**src/rtl/smol_boi_pkg.sv**
```systemverilog
// Shared types and constants for the smol_boi SPI echo slave.
package smol_boi_pkg;

   localparam int WIDTH_DEFAULT = 8;

   typedef enum logic {
      IDLE  = 1'b0,
      SHIFT = 1'b1
   } state_e;

endpackage

```
**src/rtl/smol_boi_sync.sv**
```systemverilog
// Multi-flop synchronizer for one asynchronous pin, with rise/fall detect
// taken from the last stage against one extra delay flop.
module smol_boi_sync #(
   parameter int   SYNC_STAGES = 2,
   parameter logic RST_VAL     = 1'b0
) (
   input  logic clk,
   input  logic rst_n,
   input  logic d_i,
   output logic q_o,
   output logic rise_o,
   output logic fall_o
);

   logic [SYNC_STAGES-1:0] sync_q;
   logic                   dly_q;

   always_ff @(posedge clk or negedge rst_n) begin
      if (!rst_n) begin
         sync_q <= {SYNC_STAGES{RST_VAL}};
         dly_q  <= RST_VAL;
      end else begin
         for (int i = SYNC_STAGES - 1; i > 0; i--) begin
            sync_q[i] <= sync_q[i-1];
         end
         sync_q[0] <= d_i;
         dly_q     <= sync_q[SYNC_STAGES-1];
      end
   end

   assign q_o    = sync_q[SYNC_STAGES-1];
   assign rise_o = q_o & ~dly_q;
   assign fall_o = ~q_o & dly_q;

endmodule

```
**src/rtl/smol_boi.sv**
```systemverilog
// SPI mode-0 slave that echoes each received word back on MISO during the
// following word, across CS frames; received words also appear on rx_data.
module smol_boi
   import smol_boi_pkg::*;
#(
   parameter int WIDTH       = WIDTH_DEFAULT,
   parameter int SYNC_STAGES = 2
) (
   input  logic             CLK,
   input  logic             RST_N,
   input  logic             SCLK,
   input  logic             CS,
   input  logic             MOSI,
   output logic             MISO,
   output logic [WIDTH-1:0] rx_data,
   output logic             rx_valid
);

   localparam int                CNT_W    = (WIDTH > 2) ? $clog2(WIDTH) : 1;
   localparam logic [CNT_W-1:0]  LAST_CNT = CNT_W'(WIDTH - 1);

   // Reset asserts asynchronously but releases on a clock edge.
   logic [1:0] rst_sync_q;
   logic       rst_n_int;

   always_ff @(posedge CLK or negedge RST_N) begin
      if (!RST_N) begin
         rst_sync_q <= 2'b00;
      end else begin
         rst_sync_q <= {rst_sync_q[0], 1'b1};
      end
   end

   assign rst_n_int = rst_sync_q[1];

   logic sclk_s, sclk_rise, sclk_fall;
   logic cs_s, cs_rise, cs_fall;
   logic mosi_s, mosi_rise_unused, mosi_fall_unused;

   smol_boi_sync #(.SYNC_STAGES(SYNC_STAGES), .RST_VAL(1'b0)) u_sync_sclk (
      .clk(CLK), .rst_n(rst_n_int), .d_i(SCLK),
      .q_o(sclk_s), .rise_o(sclk_rise), .fall_o(sclk_fall)
   );

   smol_boi_sync #(.SYNC_STAGES(SYNC_STAGES), .RST_VAL(1'b1)) u_sync_cs (
      .clk(CLK), .rst_n(rst_n_int), .d_i(CS),
      .q_o(cs_s), .rise_o(cs_rise), .fall_o(cs_fall)
   );

   smol_boi_sync #(.SYNC_STAGES(SYNC_STAGES), .RST_VAL(1'b0)) u_sync_mosi (
      .clk(CLK), .rst_n(rst_n_int), .d_i(MOSI),
      .q_o(mosi_s), .rise_o(mosi_rise_unused), .fall_o(mosi_fall_unused)
   );

   state_e           state_q, state_d;
   logic [CNT_W-1:0] bit_cnt_q;
   logic [WIDTH-1:0] rx_sr_q, tx_q, echo_q, rx_data_q;
   logic             rx_valid_q;
   logic [WIDTH-1:0] rx_word;

   always_ff @(posedge CLK or negedge rst_n_int) begin
      if (!rst_n_int) begin
         state_q <= IDLE;
      end else begin
         state_q <= state_d;
      end
   end

   always_comb begin
      state_d = state_q;
      case (state_q)
         IDLE:    if (cs_fall) state_d = SHIFT;
         SHIFT:   if (cs_rise) state_d = IDLE;
         default: state_d = IDLE;
      endcase
   end

   // MISO is gated with the raw pin so it drops as soon as CS deasserts.
   always_comb begin
      MISO = 1'b0;
      if (state_q == SHIFT && !CS) begin
         MISO = tx_q[WIDTH-1];
      end
   end

   assign rx_word  = {rx_sr_q[WIDTH-2:0], mosi_s};
   assign rx_data  = rx_data_q;
   assign rx_valid = rx_valid_q;

   // CS edges win over any SCLK edge seen in the same cycle.
   always_ff @(posedge CLK or negedge rst_n_int) begin
      if (!rst_n_int) begin
         bit_cnt_q  <= '0;
         rx_sr_q    <= '0;
         tx_q       <= '0;
         echo_q     <= '0;
         rx_data_q  <= '0;
         rx_valid_q <= 1'b0;
      end else begin
         rx_valid_q <= 1'b0;
         if (cs_fall) begin
            bit_cnt_q <= '0;
            rx_sr_q   <= '0;
            tx_q      <= echo_q;
         end else if (cs_rise) begin
            bit_cnt_q <= '0;
            rx_sr_q   <= '0;
         end else if (state_q == SHIFT) begin
            if (sclk_rise) begin
               rx_sr_q <= rx_word;
               if (bit_cnt_q == LAST_CNT) begin
                  bit_cnt_q  <= '0;
                  rx_data_q  <= rx_word;
                  echo_q     <= rx_word;
                  rx_valid_q <= 1'b1;
               end else begin
                  bit_cnt_q <= bit_cnt_q + 1'b1;
               end
            end
            // A zero count on a falling edge means a word just completed.
            if (sclk_fall) begin
               tx_q <= (bit_cnt_q == '0) ? echo_q : {tx_q[WIDTH-2:0], 1'b0};
            end
         end
      end
   end

   logic sync_level_unused;
   assign sync_level_unused = sclk_s ^ cs_s;

endmodule

```
**config.mk**
```make
export PLATFORM = sky130hd
export DESIGN_NAME = smol_boi
export DESIGN_NICKNAME = d
export VERILOG_FILES = /design/src/rtl/smol_boi_pkg.sv /design/src/rtl/smol_boi_sync.sv /design/src/rtl/smol_boi.sv
export SDC_FILE = /design/constraint.sdc
export NUM_CORES = 1
export LEC_CHECK = 0
export CAP_MARGIN = 20
export CORE_ASPECT_RATIO = 1.75
export CORE_MARGIN = 5
export CORE_UTILIZATION = 33
export CTS_CLUSTER_DIAMETER = 80
export DETAILED_ROUTE_END_ITERATION = 8
export PLACE_DENSITY = 0.57
export SYNTH_ARGS = -nofsm -noshare
export SYNTH_HDL_FRONTEND = slang
export SYNTH_SLANG_ARGS = --single-unit
```
**constraint.sdc**
```tcl
create_clock -name CLK -period 1.6 [get_ports CLK]
set_input_delay 0.24 -clock CLK [delete_from_list [all_inputs] [get_ports CLK]]
set_output_delay 0.24 -clock CLK [all_outputs]
set_load 0.01 [all_outputs]
```
==> qor.log <==
[run_status] outcome complete, but fails checks
[run_status] violations in the final reports negative setup slack
[global_routing] met3 Track Usage GR 0.0346
[critical_path] critical path data arrival time 1.79 ns
[finish] layout cell share with drive strength beyond 1 0.374
[drt] routed vias 1031
[finish] register area 955 sq um
[sta] final setup fails 3
[sta] Worst Hold Margin 0.108 ns
[global_routing] number of global-route vias before repair 1075
[floorplanning] Initial Utilization 0.335
[placed_design] number of cells in the design after placement 200
[critical_path] data required time at the worst endpoint 1.78 ns
[global_routing] routing usage on met2 0.189
[drt] residual DRC count 0
[sta] Hold Vio Cnt, Final 0
[sta] worst clock skew on the final layout 0.00681 ns
[floorplanning] die extent in y 101 um
[critical_path] reg-to-reg endpoint bit_cnt_q[1]$_DFFE_PN0P_
[global_routing] grt met1 use 0.115
[finish] commonest cells after routing, fill and taps aside sky130_fd_sc_hd__dfrtp_1, sky130_fd_sc_hd__nand2_1, sky130_fd_sc_hd__clkdlybuf4s50_1, sky130_fd_sc_hd__buf_4, sky130_fd_sc_hd__nor2_1
[sta] worst setup margin -0.00904 ns
[yosys] synthesized cell area 1570 sq um
[drt] final antenna-violating net count 0
[sta] post-route clock period utilization 1.01
[sta] fmax 0.621 GHz
[clocking] number of buffers on the longest clock path 2
[clocking] number of sinks on the clock net 38
[finish] Post-layout nets 172
[finish] area used by multi-input combinational logic 658 sq um
[yosys] number of register bits inferred by synthesis 38
[critical_path] kind of capture point of the worst setup path register
[floorplanning] Die Span X 62.1 um
[global_routing] global-route wire length before repair 4980 um
[clocking] Num CTS Buffers 5
[clocking] CTS clock-pin slew for the worst setup and hold paths 0.07 ns
[power_and_ir_drop] leakage power 0.977 nW
[critical_path] R2R depth 7
[yosys] number of different library cells in the post-synthesis netlist 26
[clocking] latest clock arrival within the worst-skew pair 0.29 ns
[global_routing] number of antenna violations at the first check in global routing 0
[finish] final cell count without fillers 215
[yosys] Avg Inst Size Synth 12.3 sq um
[drt] 1st-iter DRT viols 34
[finish] area growth from synthesis to layout 37.1%
[drt] average wire length per cell after detail routing 13.8 um
[sta] setup repair after global routing missed its margin yes
[job] max-cap viol count 0
[yosys] portion of the post-synthesis area used by sequential elements 0.610
[sta] final-report max-slew violation count 0
[clocking] clock root buffer sky130_fd_sc_hd__clkbuf_8
[drt] total detailed-routing wirelength 2970 um
[placed_design] detailed-placement wirelength estimate 1970 um
[sta] time the worst path needs with I/O delays and setup 1.61 ns
[finish] number of fill cells 440
[placed_design] placer congestion estimate 0.772
[global_routing] combined global-route utilization of all metal layers 0.111
[power_and_ir_drop] total power density per cell area 1210 nW/um^2
[critical_path] launching element type of the critical path register
[placed_design] number of input and output port buffers inserted 14
[finish] Inserted Diodes 0
[yosys] Post-Synthesis Cells 127
[floorplanning] area of the die 6270 sq um
[critical_path] critical path type reg -> reg
[floorplanning] count of pins on the block boundary 15
[hold_path] worst hold-check path type in -> async
[global_routing] most used routing layer met2
[critical_path] internal reg-to-reg setup slack -0.009 ns
[critical_path] critical path fanouts, max 5
[global_routing] total gr overflow 0
[finish] commonest non-fill, non-tap cell in the layout sky130_fd_sc_hd__dfrtp_1
[drt] total iterations of the first detailed-routing run 4
[yosys] net count of the mapped netlist 137
[drt] Via density 4.80
[clocking] htree depth 2
[global_routing] maximum number of pins on one net before global-route repair 37
[floorplanning] placeable core region 4670 sq um
[critical_path] FF-to-FF Start u_sync_cs.sync_q[1]$_DFF_PN1_
[power_and_ir_drop] peak supply drop 0.594 mV
[yosys] yosys synthesis warning count 0
[clocking] TritonCTS clock tree built
[floorplanning] placement row count 33
[flip-flops by register name, summed over array words and instances (netlist names), 2 cells and up]
register / cells
rx_data: 8
tx_q: 8
rx_sr_q: 7
bit_cnt_q: 3
rst_sync_q: 2
u_sync_cs.sync_q: 2
u_sync_mosi.sync_q: 2
u_sync_sclk.sync_q: 2
[stage by stage]
step | power [W] | instance area, sq um | setup WS, ns | util | setup TNS, ns
2_1_floorplan | 0.00149 | 1570 | 0.0341 | - | 0
3_3_place_gp | 0.00165 | 1860 | -0.0423 | 0.400 | -0.275
3_5_place_dp | 0.00168 | 1860 | -0.0435 | 0.400 | -0.311
4_1_cts | 0.00254 | 2080 | 0.00244 | 0.446 | 0
5_1_grt | 0.00273 | 2150 | -0.0513 | 0.460 | -0.265
6_report | 0.00259 | 2150 | -0.00904 | 0.460 | -0.0153
[cells by family after synthesis]
group           after synthesis  synth area share
flops                        38             0.610
simple gates                 35             0.112
compound gates               21            0.0927
mux                          16             0.109
buf+inv                      11            0.0344
fa+ha+maj                     5            0.0400
other cells                   1           0.00240
[metal layers]
| layer | up-vias | part of all wire |
|---|---|---|
| li1 | 494 | - |
| met1 | 519 | 0.37 |
| met5 | - | 0 |
| met3 | 6 | 0.031 |
| met2 | 12 | 0.58 |
| met4 | 0 | 0.025 |
[synth_stat cells (all sizes together)]
cell	count	area share
dfstp	3	0.050
o22ai	1	0.0080
and2b	1	0.0056
dfrtp	35	0.56
a21o	1	0.0048
o21ai	10	0.032
nand3	1	0.0032
mux2	8	0.058
nand3b	3	0.017
mux2i	8	0.051
nor4	1	0.0040
or2	1	0.0056
a21oi	9	0.048
nand4	1	0.0080
conb	1	0.0024
ha	5	0.040
buf	3	0.015
nand2	17	0.041
and3b	1	0.0064
nor2	9	0.022
inv	8	0.019
[critical path, stage by stage, from the launching register on]
cell	delay [ns]
sky130_fd_sc_hd__dfstp_2	0.55
sky130_fd_sc_hd__inv_2	0.05
sky130_fd_sc_hd__ha_4	0.16
sky130_fd_sc_hd__or2_4	0.26
sky130_fd_sc_hd__o22ai_4	0.14
sky130_fd_sc_hd__buf_6	0.15
sky130_fd_sc_hd__clkbuf_16	0.15
sky130_fd_sc_hd__o21ai_2	0.06
[layout make-up]
| cell class | count | area share |
|---|---|---|
| Clock inverter | 3 | 0.0187 |
| Multi-Input combinational cell | 78 | 0.307 |
| Timing Repair Buffer | 31 | 0.153 |
| Clock buffer | 5 | 0.0321 |
| Inverter | 8 | 0.0140 |
| Sequential cell | 38 | 0.445 |
| Tap cell | 52 | 0.0303 |
[worst max path at each step]
stage                                        from                  endpoint  slack, ns  cells past startpoint
global placement                               CS                      MISO      -0.04                      3
detailed placement                             CS                      MISO      -0.04                      3
finish              u_sync_cs.sync_q[1]$_DFF_PN1_  bit_cnt_q[1]$_DFFE_PN0P_     -0.009                      7
global route        u_sync_cs.sync_q[1]$_DFF_PN1_  bit_cnt_q[1]$_DFFE_PN0P_      -0.05                      8
floorplan           u_sync_cs.sync_q[1]$_DFF_PN1_  bit_cnt_q[0]$_DFFE_PN0P_       0.03                      7
CTS                 u_sync_cs.sync_q[1]$_DFF_PN1_  bit_cnt_q[1]$_DFFE_PN0P_      0.002                      8
[power breakdown]
group / internal [W] / switching (W)
clock: 0.000458 / 0.000322
sequential: 0.00108 / 0.0000867
combinational: 0.000346 / 0.000299
[repair_timing]
item,in CTS,in global routing
setup buffers,5,1
resized for setup,12,20
cloned,1,1
hold buffers,0,0
pin swaps,0,8
setup endpoints to repair,18,11
Power figures use the tool's default switching activity.
